### config.mk
export PLATFORM = sky130hd
export DESIGN_NAME = fila_de_instrucoes_bufferizada
export DESIGN_NICKNAME = d
export VERILOG_FILES = /design/src/rtl/fila_pkg.sv /design/src/rtl/fifo_sincrona.sv /design/src/rtl/fila_de_instrucoes_bufferizada.sv
export SDC_FILE = /design/constraint.sdc
export NUM_CORES = 1
export LEC_CHECK = 0
export CAP_MARGIN = 20
export CORE_MARGIN = 1.5
export CORE_UTILIZATION = 45
export DETAILED_ROUTE_END_ITERATION = 10
export HOLD_SLACK_MARGIN = 0.06
export PLACE_DENSITY = 0.75
export SETUP_SLACK_MARGIN = 0.2
export SLEW_MARGIN = 20
export SYNTH_ARGS = -nofsm -noshare
export SYNTH_HDL_FRONTEND = slang
export SYNTH_SLANG_ARGS = --single-unit
### constraint.sdc
create_clock -name Clock -period 2.85 [get_ports Clock]
set_clock_uncertainty 0.05 [all_clocks]
set_input_delay 0.57 -clock Clock [delete_from_list [all_inputs] [get_ports Clock]]
set_output_delay 0.57 -clock Clock [all_outputs]
set_load 0.01 [all_outputs]
### src/rtl/fila_pkg.sv
`default_nettype none
// ============================================================================
// Module   : fila_pkg
// Purpose  : Shared constants and entry layout for the instruction-fetch
//            queue. The defaults feed the parameters of the top module.
//            Entries are packed as {addr, word}, with addr in the upper bits.
// Ports    : (package, no ports)
// Revision : 1.0 - initial release
// ============================================================================
package fila_pkg;

  localparam int FILA_DATA_W = 16;
  localparam int FILA_ADDR_W = 4;
  localparam int FILA_DEPTH  = 4;

  // Queue entry at the default widths. The top module packs entries the same
  // way ({addr, word}) for any parameter set.
  typedef struct packed {
    logic [FILA_ADDR_W-1:0] addr;
    logic [FILA_DATA_W-1:0] word;
  } fila_entrada_t;

endpackage : fila_pkg
`default_nettype wire

### src/rtl/fifo_sincrona.sv
`default_nettype none
// ============================================================================
// Module   : fifo_sincrona
// Purpose  : Generic synchronous FIFO with a registered read-data output
//            (the head entry is read directly from storage registers).
// Ports    : clk, rst   - clock, synchronous active-high reset
//            clear      - empties the FIFO; takes priority over push and pop
//            push, din  - write an entry; ignored when full without a pop
//            pop        - remove the head entry; ignored when empty
//            dout       - head entry (stale contents when count == 0)
//            count      - number of stored entries, 0..DEPTH
// Revision : 1.0 - initial release
// ============================================================================
module fifo_sincrona #(
  parameter int WIDTH = 20,
  parameter int DEPTH = 4
) (
  input  logic                       clk,
  input  logic                       rst,
  input  logic                       clear,
  input  logic                       push,
  input  logic                       pop,
  input  logic [WIDTH-1:0]           din,
  output logic [WIDTH-1:0]           dout,
  output logic [$clog2(DEPTH+1)-1:0] count
);

  localparam int PTR_W = $clog2(DEPTH);
  localparam int CNT_W = $clog2(DEPTH+1);
  localparam logic [CNT_W-1:0] C_DEPTH = CNT_W'(DEPTH);

  logic [WIDTH-1:0] mem_q [DEPTH];
  logic [WIDTH-1:0] mem_d [DEPTH];
  logic [PTR_W-1:0] wr_ptr_q, wr_ptr_d;
  logic [PTR_W-1:0] rd_ptr_q, rd_ptr_d;
  logic [CNT_W-1:0] count_q, count_d;

  logic push_ok_w;
  logic pop_ok_w;

  // A push into a full FIFO is only accepted when the head leaves the same cycle.
  assign pop_ok_w  = pop && (count_q != '0);
  assign push_ok_w = push && ((count_q != C_DEPTH) || pop_ok_w);

  always_comb begin
    mem_d    = mem_q;
    wr_ptr_d = wr_ptr_q;
    rd_ptr_d = rd_ptr_q;
    count_d  = count_q;
    if (clear) begin
      wr_ptr_d = '0;
      rd_ptr_d = '0;
      count_d  = '0;
    end else begin
      if (push_ok_w) begin
        mem_d[wr_ptr_q] = din;
        wr_ptr_d        = wr_ptr_q + PTR_W'(1);
      end
      if (pop_ok_w) begin
        rd_ptr_d = rd_ptr_q + PTR_W'(1);
      end
      if (push_ok_w && !pop_ok_w) begin
        count_d = count_q + CNT_W'(1);
      end else if (pop_ok_w && !push_ok_w) begin
        count_d = count_q - CNT_W'(1);
      end
    end
  end

  always_ff @(posedge clk) begin
    if (rst) begin
      for (int i = 0; i < DEPTH; i++) begin
        mem_q[i] <= '0;
      end
      wr_ptr_q <= '0;
      rd_ptr_q <= '0;
      count_q  <= '0;
    end else begin
      for (int i = 0; i < DEPTH; i++) begin
        mem_q[i] <= mem_d[i];
      end
      wr_ptr_q <= wr_ptr_d;
      rd_ptr_q <= rd_ptr_d;
      count_q  <= count_d;
    end
  end

  assign dout  = mem_q[rd_ptr_q];
  assign count = count_q;

endmodule : fifo_sincrona
`default_nettype wire

### src/rtl/fila_de_instrucoes_bufferizada.sv
`default_nettype none
// ============================================================================
// Module   : fila_de_instrucoes_bufferizada
// Purpose  : Instruction-fetch queue. Streams sequential words from a
//            synchronous-read ROM into a FIFO (one per cycle at most), hands
//            them to the decoder on a valid/consume handshake and flushes on
//            a branch redirect.
// Ports    : Clock, Reset      - clock, synchronous active-high reset
//            MemEndereco       - ROM address (the PC register)
//            MemDado           - ROM data, valid one cycle after the address
//            Desvio            - redirect pulse; overrides everything else
//            EnderecoDesvio    - redirect target
//            Consumir          - decoder pops the head entry
//            Instrucao         - head word (0 when empty)
//            PCInstrucao       - head address (0 when empty)
//            InstrucaoValida   - queue not empty
//            Ocupacao          - number of queued entries
// Revision : 1.0 - initial release
// ============================================================================
module fila_de_instrucoes_bufferizada
  import fila_pkg::*;
#(
  parameter int DATA_W = FILA_DATA_W,
  parameter int ADDR_W = FILA_ADDR_W,
  parameter int DEPTH  = FILA_DEPTH
) (
  input  logic                       Clock,
  input  logic                       Reset,
  output logic [ADDR_W-1:0]          MemEndereco,
  input  logic [DATA_W-1:0]          MemDado,
  input  logic                       Desvio,
  input  logic [ADDR_W-1:0]          EnderecoDesvio,
  input  logic                       Consumir,
  output logic [DATA_W-1:0]          Instrucao,
  output logic [ADDR_W-1:0]          PCInstrucao,
  output logic                       InstrucaoValida,
  output logic [$clog2(DEPTH+1)-1:0] Ocupacao
);

  localparam int OCC_W = $clog2(DEPTH+1);
  localparam int ENT_W = ADDR_W + DATA_W;
  localparam logic [OCC_W:0] C_DEPTH = (OCC_W+1)'(DEPTH);

  logic [ADDR_W-1:0] pc_q, pc_d;
  logic              pendente_q, pendente_d;
  logic [ADDR_W-1:0] tag_q, tag_d;

  logic [OCC_W:0]    credito_w;
  logic              emite_w;
  logic              push_w;
  logic              pop_w;
  logic [ENT_W-1:0]  entrada_w;
  logic [ENT_W-1:0]  cabeca_w;
  logic [OCC_W-1:0]  ocupacao_w;
  logic              valida_w;

  // Credit counts queued entries plus the read in flight; a same-cycle pop
  // is deliberately not credited, so the queue can never overflow.
  assign credito_w = {1'b0, ocupacao_w} + {{OCC_W{1'b0}}, pendente_q};
  assign emite_w   = !Desvio && (credito_w < C_DEPTH);
  assign valida_w  = (ocupacao_w != '0);

  // The ROM word arriving now belongs to the address captured in tag_q.
  assign push_w    = pendente_q && !Desvio;
  assign pop_w     = Consumir && valida_w && !Desvio;
  assign entrada_w = {tag_q, MemDado};

  always_comb begin
    pc_d       = pc_q;
    pendente_d = 1'b0;
    tag_d      = tag_q;
    if (Desvio) begin
      pc_d = EnderecoDesvio;
    end else if (emite_w) begin
      pendente_d = 1'b1;
      tag_d      = pc_q;
      pc_d       = pc_q + ADDR_W'(1);
    end
  end

  always_ff @(posedge Clock) begin
    if (Reset) begin
      pc_q       <= '0;
      pendente_q <= 1'b0;
      tag_q      <= '0;
    end else begin
      pc_q       <= pc_d;
      pendente_q <= pendente_d;
      tag_q      <= tag_d;
    end
  end

  fifo_sincrona #(
    .WIDTH (ENT_W),
    .DEPTH (DEPTH)
  ) u_fifo (
    .clk   (Clock),
    .rst   (Reset),
    .clear (Desvio),
    .push  (push_w),
    .pop   (pop_w),
    .din   (entrada_w),
    .dout  (cabeca_w),
    .count (ocupacao_w)
  );

  // Head fields come straight from FIFO registers, masked by the registered
  // count, so neither Consumir nor Desvio reaches these outputs combinationally.
  assign MemEndereco     = pc_q;
  assign Instrucao       = valida_w ? cabeca_w[DATA_W-1:0] : '0;
  assign PCInstrucao     = valida_w ? cabeca_w[ENT_W-1:DATA_W] : '0;
  assign InstrucaoValida = valida_w;
  assign Ocupacao        = ocupacao_w;

endmodule : fila_de_instrucoes_bufferizada
`default_nettype wire

==> flow_summary_export.csv, run 1 <==
group,metric,value,unit
job,cap_violations,0,
pwr,p_leak,2.49,nW
timing,report.final.hold_viol_count,0,
pwr,p_per_area,475,nW/um2
floorplanning,ios,52,
floorplanning,start_util,0.469,
clocking,ctsHoldBuffers,0,
synth,synth_top_area_frac,0.416,
drt,avgViaCountPerCell,5.11,
cells_and_area,antenna_cells,0,
synth,synth_cell_types,39,
timing,drv_slew,0,
drt,drtPass1Iterations,4,
synth,syn_avg_cell_area,10.9,um2
cells_and_area,final_common_cell,"nand2b_1",
critical_path,rrSetupSlack,0.65,ns
clocking,tritoncts,"done",
drt,drt-total-wl,9.36,mm
synth,synth_ff_type,"dfxtp_1",
cells_and_area,final_cell_mix,"101 x nand2b_1, 92 x dfxtp_1, 81 x mux2i_1, 30 x clkdlybuf4s50_1, 21 x nor2b_1",
clocking,clock-sinks,96,
clocking,htree_levels,3,
grt,grt_usage,0.179,
grt,overflow,0,
cells_and_area,stdcell_area,5580,um2
timing,post-route-period-util,0.872,
drt,wl_met2,4.72,mm
synth,synth_nets,455,
floorplanning,dieArea,10900,um2
place,place_congestion,0.776,
synth,synth_edf_count,0,
critical_path,cp-end-kind,"primary output",
floorplanning,die-height,104,um
critical_path,r2r-end,"u_fifo.count[2]$_SDFFE_PP0P_",
cells_and_area,area_growth,20.8,%
synth,synth_warnings,0,
drt,ant_nets,0,
grt,grt_pass1_vias,3170,
cells_and_area,nets,500,
floorplanning,die_x,104,um
clocking,clock_tree.root_cell,"clkbuf_8",
synth,synthArstFlopShare,0,
synth,syn_inst,424,
grt,grt_pass1_wl,15.8,mm
critical_path,required,2.23,ns
critical_path,cp-startpoint,"u_fifo.rd_ptr_q[0]$_SDFFE_PP0N_",
critical_path,cp-start-kind,"register",
synth,synth.ff_latch_count,96,
outcome,outcome,"finished clean",
place,post_dp_cell_area,5270,um2
place,port_buffers,51,
clocking,clock_path_buffers,2,
critical_path,endpoint,"PCInstrucao[3]",
drt,wl_per_cell,15.4,um
drt,drc,0,
drt,drtIter0Drc,101,
worst_hold_path,hp-class,"reg2reg",
timing,fin_setup_tns,0,ns
timing,fmax,402,MHz
synth,synthesis.area,4620,um2
critical_path,critPathArrivalTime,1.87,ns
critical_path,reg2regPathDepth,9,
clocking,clk_pin_slew_worst_paths,0.09,ns
timing,relSlewSlack,0.694,
timing,setup_violations,0,
timing,rsz0062_at_grt,"no",
timing,period_needed,2.49,ns
grt,grt_start_max_net_pins,79,
floorplanning,rows,36,
place,hpwl,6.01,mm
cells_and_area,layout-drive-gt1-share,0.129,
clocking,numCtsBuffers,9,
drt,wl_met1,4.36,mm
synth,synthTopCellsByArea,"dfxtp_1 42%, mux2i_1 18%, nand2b_1 14%",
floorplanning,core_area,9860,um2
critical_path,rr_startpoint,"u_fifo.count[2]$_SDFFE_PP0P_",
drt,dr.max_layer_used,"met4",
pwr,vdd.ir_drop.worst,0.000341,V
timing,tightest_slew,0.453,ns
drt,num_vias,3095,
synth,yosysTopAreaCell,"dfxtp_1",
critical_path,crit_type,"reg2out",
critical_path,path_max_fanout,10,
clocking,clk_latency,0.35,ns
grt,antenna_found_initial,0,
drt,dr_wl_met3,211,um
synth,yosysSeqAreaShare,0.416,
-- where the power goes --
part	switching (W)	total [W]	leakage, nW	internal, W
registers	0.0000187	0.00138	0.779	0.00136
clock network	0.000456	0.00106	0.123	0.000604
logic	0.0000966	0.000215	1.59	0.000118
total	0.000571	0.00265	2.49	0.00208
-- logic make-up (layout without fill, tap and decap cells) --
logic type,count (synthesis),in the layout,share of synthesized area
AO/OA/AOI/OAI,22,22,0.0306
adder cells (fa/ha/maj),7,7,0.0206
XOR/XNOR,5,5,0.00947
multiplexers,101,101,0.273
buffers and inverters,39,88,0.0444
flip-flops,96,96,0.416
AND/OR/NAND/NOR,154,154,0.206
-- worst min-delay path by stage --
stage	startpoint	end	cells past startpoint
finish	u_fifo.mem_q[71]$_SDFFE_PP0P_	u_fifo.mem_q[71]$_SDFFE_PP0P_	2
global route	u_fifo.mem_q[11]$_SDFFE_PP0P_	u_fifo.mem_q[11]$_SDFFE_PP0P_	2
detailed placement	u_fifo.mem_q[70]$_SDFFE_PP0P_	u_fifo.mem_q[70]$_SDFFE_PP0P_	2
CTS	u_fifo.mem_q[70]$_SDFFE_PP0P_	u_fifo.mem_q[70]$_SDFFE_PP0P_	2
floorplan	u_fifo.mem_q[12]$_SDFFE_PP0P_	u_fifo.mem_q[12]$_SDFFE_PP0P_	2
global placement	u_fifo.mem_q[69]$_SDFFE_PP0P_	u_fifo.mem_q[69]$_SDFFE_PP0P_	2
-- routing by layer --
layer,vias to the layer above,GRT usage
li1,1553,-
met1,1506,0.226
met2,32,0.313
met3,4,0.0332
met4,0,0.0506
met5,-,0
-- synth_stat cells, types with 2 or more instances --
cell / number
nand2b_1: 101
dfxtp_1: 96
mux2i_1: 81
nor2b_1: 21
mux4_2: 20
clkbuf_1: 17
nor2_1: 8
o21ai_0: 8
inv_1: 7
ha_1: 6
nand3_1: 6
buf_2: 5
buf_6: 5
a21oi_1: 4
buf_4: 4
nand3b_1: 4
xor2_1: 4
a211oi_1: 2
a311oi_1: 2
and3b_1: 2
nand2_2: 2
or3_1: 2
-- cell type report --
class / count / area [um2]
clock buffers: 10 / 138
multi-input cells: 289 / 2500
inverters: 7 / 26.3
clock inverters: 5 / 104
well taps: 133 / 166
flip-flops and latches: 96 / 1930
fillers: 811 / 4280
repair buffers: 66 / 716
-- metrics by stage --
| stage | instances | worst slack, ns | utilization | hold slack (ns) | total power, W |
|---|---|---|---|---|---|
| 2_1_floorplan | 424 | 0.300 | - | 0.396 | 0.00154 |
| 3_5_place_dp | 588 | 0.128 | 0.535 | 0.414 | 0.00163 |
| 5_1_grt | 606 | 0.304 | 0.566 | 0.441 | 0.00276 |
| 3_3_place_gp | 588 | 0.250 | 0.535 | 0.405 | 0.00162 |
| 4_1_cts | 606 | 0.202 | 0.565 | 0.429 | 0.00268 |
| 6_report | 606 | 0.365 | 0.566 | 0.427 | 0.00265 |
-- worst max-delay path, cell delays in order (launching register included) --
cell	delay, ns
dfxtp_4	0.39
buf_12	0.16
mux4_2	0.50
nor2b_1	0.17
dlygate4sd2_1	0.30
-- registers in the layout (all words and copies together) (netlist names) --
signal and cells:
u_fifo.mem_q 80, tag_q 4, u_fifo.rd_ptr_q 2, u_fifo.count 3, u_fifo.wr_ptr_q 2, MemEndereco 4
pendente_q 1
-- what timing repair did --
action,in CTS,in global routing
pin swaps,0,0
hold endpoints to repair,0,0
endpoints found under the setup margin,20,4
gates resized for setup,27,5
setup buffers,1,0
cloned,2,0
No activity file was read; power rests on OpenSTA's default activity.
==> run 2: changes to the inputs <==
- GPL_TIMING_DRIVEN: unset -> 0
- RECOVER_POWER: unset -> 100
- SLEW_MARGIN: 20 -> unset
==> flow_summary_export.csv, run 2 (synthesis results as in run 1) <==
group,metric,value,unit
cells_and_area,final_cell_mix,"101 x nand2b_1, 94 x dfxtp_1, 81 x mux2i_1, 22 x clkdlybuf4s50_1, 21 x nor2b_1",
worst_hold_path,hp-class,"reg2reg",
critical_path,path_max_fanout,4,
timing,rsz0062_at_grt,"yes",
clocking,ctsHoldBuffers,0,
timing,fin_setup_tns,0,ns
cells_and_area,top_register,"u_fifo.mem_q",
critical_path,rr_startpoint,"u_fifo.count[2]$_SDFFE_PP0P_",
clocking,clock_tree.root_cell,"clkbuf_8",
grt,grt_usage,0.200,
critical_path,endpoint,"PCInstrucao[3]",
cells_and_area,stdcell_area,5540,um2
drt,ant_nets,0,
critical_path,required,2.23,ns
critical_path,crit_type,"reg2out",
pwr,total_power,0.00252,W
timing,relSlewSlack,0.493,
critical_path,cpMaxStageDelayCell,"dlygate4sd3_1",
cells_and_area,layout-drive-gt1-share,0.122,
floorplanning,dieArea,10900,um2
place,placed_cells,607,
timing,report.final.hold_viol_count,0,
cells_and_area,nets,519,
drt,num_vias,3256,
grt,grt_start_max_net_pins,16,
place,port_buffers,50,
critical_path,cp-end-kind,"primary output",
cells_and_area,antenna_cells,0,
floorplanning,ios,52,
critical_path,cp-start-kind,"register",
floorplanning,die-height,104,um
timing,post-route-period-util,0.943,
critical_path,cpPeakStageDelay,0.61,ns
cells_and_area,area_growth,19.8,%
grt,antenna_found_initial,0,
timing,drv_slew,0,
critical_path,cp-startpoint,"u_fifo.rd_ptr_q[0]$_SDFFE_PP0N_",
clocking,tritoncts,"done",
critical_path,rrSetupSlack,0.43,ns
timing,fmax,372,MHz
critical_path,path_cells,"buf_4, mux4_2, nor2b_1, dlygate4sd3_1",
timing,tightest_slew,0.755,ns
floorplanning,rows,36,
critical_path,worst-path-buf-inv,2,
outcome,outcome,"finished clean",
cells_and_area,largest_reg_flops,80,
drt,avgViaCountPerCell,5.20,
clocking,numCtsBuffers,9,
floorplanning,core_area,9860,um2
clocking,clock-sinks,96,
cells_and_area,final_common_cell,"nand2b_1",
timing,period_needed,2.69,ns
grt,grt_pass1_wl,17.0,mm
drt,drc,0,
critical_path,cp.depth,4,
cells_and_area,final_util,0.561,
clocking,clock_path_buffers,2,
floorplanning,start_util,0.469,
floorplanning,die_x,104,um
drt,drtPass1Iterations,4,
place,hpwl,7.17,mm
clocking,htree_levels,3,
drt,drtIter0Drc,126,
pwr,vdd.ir_drop.worst,0.000314,V
critical_path,critPathArrivalTime,2.07,ns
place,post_dp_cell_area,5290,um2
critical_path,r2r-end,"u_fifo.count[2]$_SDFFE_PP0P_",
job,cap_violations,0,
pwr,p_per_area,455,nW/um2
drt,drt-total-wl,10.4,mm
critical_path,reg2regPathDepth,11,
grt,grt_pass1_vias,3355,
drt,wl_per_cell,16.7,um
clocking,clk_pin_slew_worst_paths,0.09,ns
critical_path,crit_family,"buffers and inverters",
cells_and_area,final_cells,626,
clocking,clk_latency,0.35,ns
place,place_congestion,0.768,
pwr,p_leak,2.49,nW
timing,setup_violations,0,
grt,overflow,0,
-- run 2: cell type report --
cell class	count	area, um2
Clock buffer	11	151
Clock inverter	5	55.1
Inverter	7	26.3
Tap cell	133	166
Buffer	32	199
Sequential cell	96	1930
Fill cell	872	4330
Timing Repair Buffer	53	510
Multi-Input combinational cell	289	2500
-- run 2: timing repair --
| item | CTS | global route |
|---|---|---|
| buffers inserted | 3 | 0 |
| cloned | 0 | 0 |
| setup endpoints to repair | 23 | 12 |
| resized for setup | 35 | 12 |
| pin swaps | 0 | 0 |
-- run 2: metal layers --
layer	track usage	share of wire	vias to the layer above
met1	0.257	0.47	1607
li1	-	-	1592
met5	0	0	-
met3	0.0388	0.031	9
met4	0.0556	0.011	0
met2	0.341	0.49	48
-- run 2: where the power goes --
part	total [W]	switching (W)	internal, W
combinational	0.000232	0.000114	0.000117
clock	0.000914	0.000463	0.000451
sequential	0.00137	0.0000150	0.00136
-- run 2: worst reg2reg max path: cells and delay by family, from the launching register on --
family,cells,cell delay (ns)
buffers and inverters,4,0.51
AO/OA/AOI/OAI,1,0.14
XOR/XNOR,1,0.16
flip-flops,1,0.31
AND/OR/NAND/NOR,3,0.63
adder cells (fa/ha/maj),2,0.57
-- run 2: how the worst min path moves through the flow --
stage / from / endpoint / slack (ns) / depth (start not counted)
6_report: u_fifo.mem_q[63]$_SDFFE_PP0P_ / u_fifo.mem_q[63]$_SDFFE_PP0P_ / 0.43 / 2
4_1_cts: u_fifo.mem_q[63]$_SDFFE_PP0P_ / u_fifo.mem_q[63]$_SDFFE_PP0P_ / 0.43 / 2
3_5_place_dp: u_fifo.mem_q[63]$_SDFFE_PP0P_ / u_fifo.mem_q[63]$_SDFFE_PP0P_ / 0.41 / 2
5_1_grt: u_fifo.mem_q[50]$_SDFFE_PP0P_ / u_fifo.mem_q[50]$_SDFFE_PP0P_ / 0.45 / 2
3_3_place_gp: u_fifo.mem_q[71]$_SDFFE_PP0P_ / u_fifo.mem_q[71]$_SDFFE_PP0P_ / 0.41 / 2
2_1_floorplan: u_fifo.mem_q[12]$_SDFFE_PP0P_ / u_fifo.mem_q[12]$_SDFFE_PP0P_ / 0.40 / 2
-- run 2: per-stage QoR --
step	setup slack [ns]	hold WS, ns
after CTS	0.158	0.427
final	0.162	0.425
after global routing	0.0963	0.446
after detailed placement	-0.211	0.410
after global placement	-0.197	0.406
after floorplan	0.300	0.396
==> run 3: changes to the inputs <==
- CORE_ASPECT_RATIO: unset -> 1.25
- SKIP_LAST_GASP: unset -> 1
- SLEW_MARGIN: unset -> 0
==> flow_summary_export.csv, run 3 (synthesis results as in run 1) <==
group,metric,value,unit
outcome,outcome,"finished clean",
pwr,p_per_area,511,nW/um2
cells_and_area,top_register,"u_fifo.mem_q",
clocking,clock-sinks,96,
timing,whs,0.423,ns
drt,drtPass1Iterations,4,
critical_path,crit_type,"in2reg",
critical_path,path_max_fanout,10,
cells_and_area,largest_reg_flops,80,
clocking,ctsHoldBuffers,0,
drt,avgViaCountPerCell,5.23,
place,place_congestion,0.781,
clocking,clock_tree.root_cell,"clkbuf_16",
grt,antenna_found_initial,0,
grt,overflow,0,
critical_path,cp-end-kind,"register",
pwr,p_leak,2.52,nW
place,hpwl,7.31,mm
cells_and_area,antenna_cells,0,
pwr,vdd.ir_drop.worst,0.000245,V
timing,report.final.hold_viol_count,0,
floorplanning,core_area,10100,um2
floorplanning,dieArea,10900,um2
grt,grt_usage,0.206,
clocking,clk_latency,0.34,ns
drt,num_vias,3240,
grt,grt_pass1_vias,3319,
clocking,clk_pin_slew_worst_paths,0.07,ns
timing,period_needed,2.68,ns
critical_path,critPathArrivalTime,2.90,ns
timing,rsz0062_at_grt,"yes",
cells_and_area,seqCellArea,1930,um2
worst_hold_path,hp-class,"reg2reg",
clocking,numCtsBuffers,9,
timing,setup_violations,0,
cells_and_area,layout-drive-gt1-share,0.114,
timing,post-route-period-util,0.940,
timing,relSlewSlack,0.454,
timing,drv_slew,0,
timing,fin_setup_tns,0,ns
floorplanning,rows,41,
cells_and_area,multi_input_area,2490,um2
grt,grt_start_max_net_pins,15,
cells_and_area,final_cells,619,
timing,tightest_slew,0.813,ns
drt,ant_nets,0,
drt,drt-total-wl,10.6,mm
drt,drc,0,
drt,wl_per_cell,17.1,um
timing,fmax,373,MHz
place,placed_cells,603,
place,port_buffers,50,
cells_and_area,nets,517,
clocking,htree_levels,3,
grt,grt_pass1_wl,16.8,mm
job,cap_violations,0,
clocking,clock_path_buffers,2,
floorplanning,start_util,0.460,
critical_path,required,3.07,ns
cells_and_area,final_cell_mix,"101 x nand2b_1, 94 x dfxtp_1, 81 x mux2i_1, 26 x clkdlybuf4s50_1, 23 x clkbuf_1",
floorplanning,ios,52,
clocking,tritoncts,"done",
floorplanning,die-height,116,um
cells_and_area,area_growth,20.8,%
drt,drtIter0Drc,99,
cells_and_area,fillCellCount,913,
floorplanning,die_x,93.6,um
cells_and_area,final_common_cell,"nand2b_1",
critical_path,cp-start-kind,"input port",
[run 3: changes by cell type in the layout (fill, tap and decap cells not counted), sizes merged]
cell,change
clkdlybuf4s50,+4
dlygate4sd2,-10
clkbuf,+8
buf,-4
dlygate4sd3,-2
clkinv,-2
dlymetal6s2s,+4
clkinvlp,-1
[run 3: cell type report]
| class | count | area share |
|---|---|---|
| multi-input cells | 289 | 0.446 |
| flip-flops and latches | 96 | 0.345 |
| repair buffers | 51 | 0.0883 |
| clock buffers | 13 | 0.0484 |
| plain buffers | 32 | 0.0314 |
| well taps | 129 | 0.0289 |
| clock inverters | 2 | 0.00672 |
| inverters | 7 | 0.00470 |
[run 3: critical path: stages]
cell           delay (ns)
dlygate4sd3_1        0.61
or4b_1               0.47
clkbuf_1             0.18
nand2_1              0.37
clkbuf_2             0.44
mux2i_1              0.24
[run 3: through the flow]
step | instance area, um2 | setup slack, ns | total power (W) | utilization
final | 5590 | 0.172 | 0.00286 | 0.556
after global routing | 5590 | 0.102 | 0.00295 | 0.556
after CTS | 5670 | 0.214 | 0.00287 | 0.564
after detailed placement | 5280 | -0.236 | 0.00164 | 0.526
after global placement | 5280 | -0.177 | 0.00163 | 0.526
after floorplan | 4620 | 0.300 | 0.00154 | -
[run 3: worst paths after layout]
| path | startpoint | slack, ns | cells after the start | endpoint |
|---|---|---|---|---|
| min | u_fifo.mem_q[65]$_SDFFE_PP0P_ | 0.42 | 2 | u_fifo.mem_q[65]$_SDFFE_PP0P_ |
| min reg2reg | u_fifo.mem_q[65]$_SDFFE_PP0P_ | 0.42 | 2 | u_fifo.mem_q[65]$_SDFFE_PP0P_ |
| max reg2reg | u_fifo.count[2]$_SDFFE_PP0P_ | 0.23 | 11 | u_fifo.count[2]$_SDFFE_PP0P_ |
| max | Consumir | 0.17 | 6 | u_fifo.mem_q[6]$_SDFFE_PP0P_ |
[run 3: power by group]
group	total (W)	leakage (nW)	switching, W	internal, W
combinational	0.000226	1.59	0.000111	0.000115
clock	0.00125	0.148	0.000506	0.000748
sequential	0.00138	0.778	0.0000156	0.00136
[run 3: routing by layer]
metal,global-route usage,up-vias,part of all wire
li1,-,1584,-
met1,0.246,1590,0.44
met2,0.372,56,0.52
met3,0.0332,10,0.031
met4,0.0746,0,0.014
met5,0,-,0
[run 3: what timing repair did]
action,in CTS,in global routing
pin swaps,0,0
buffers inserted,1,0
gates resized for setup,24,18
endpoints found under the setup margin,22,19
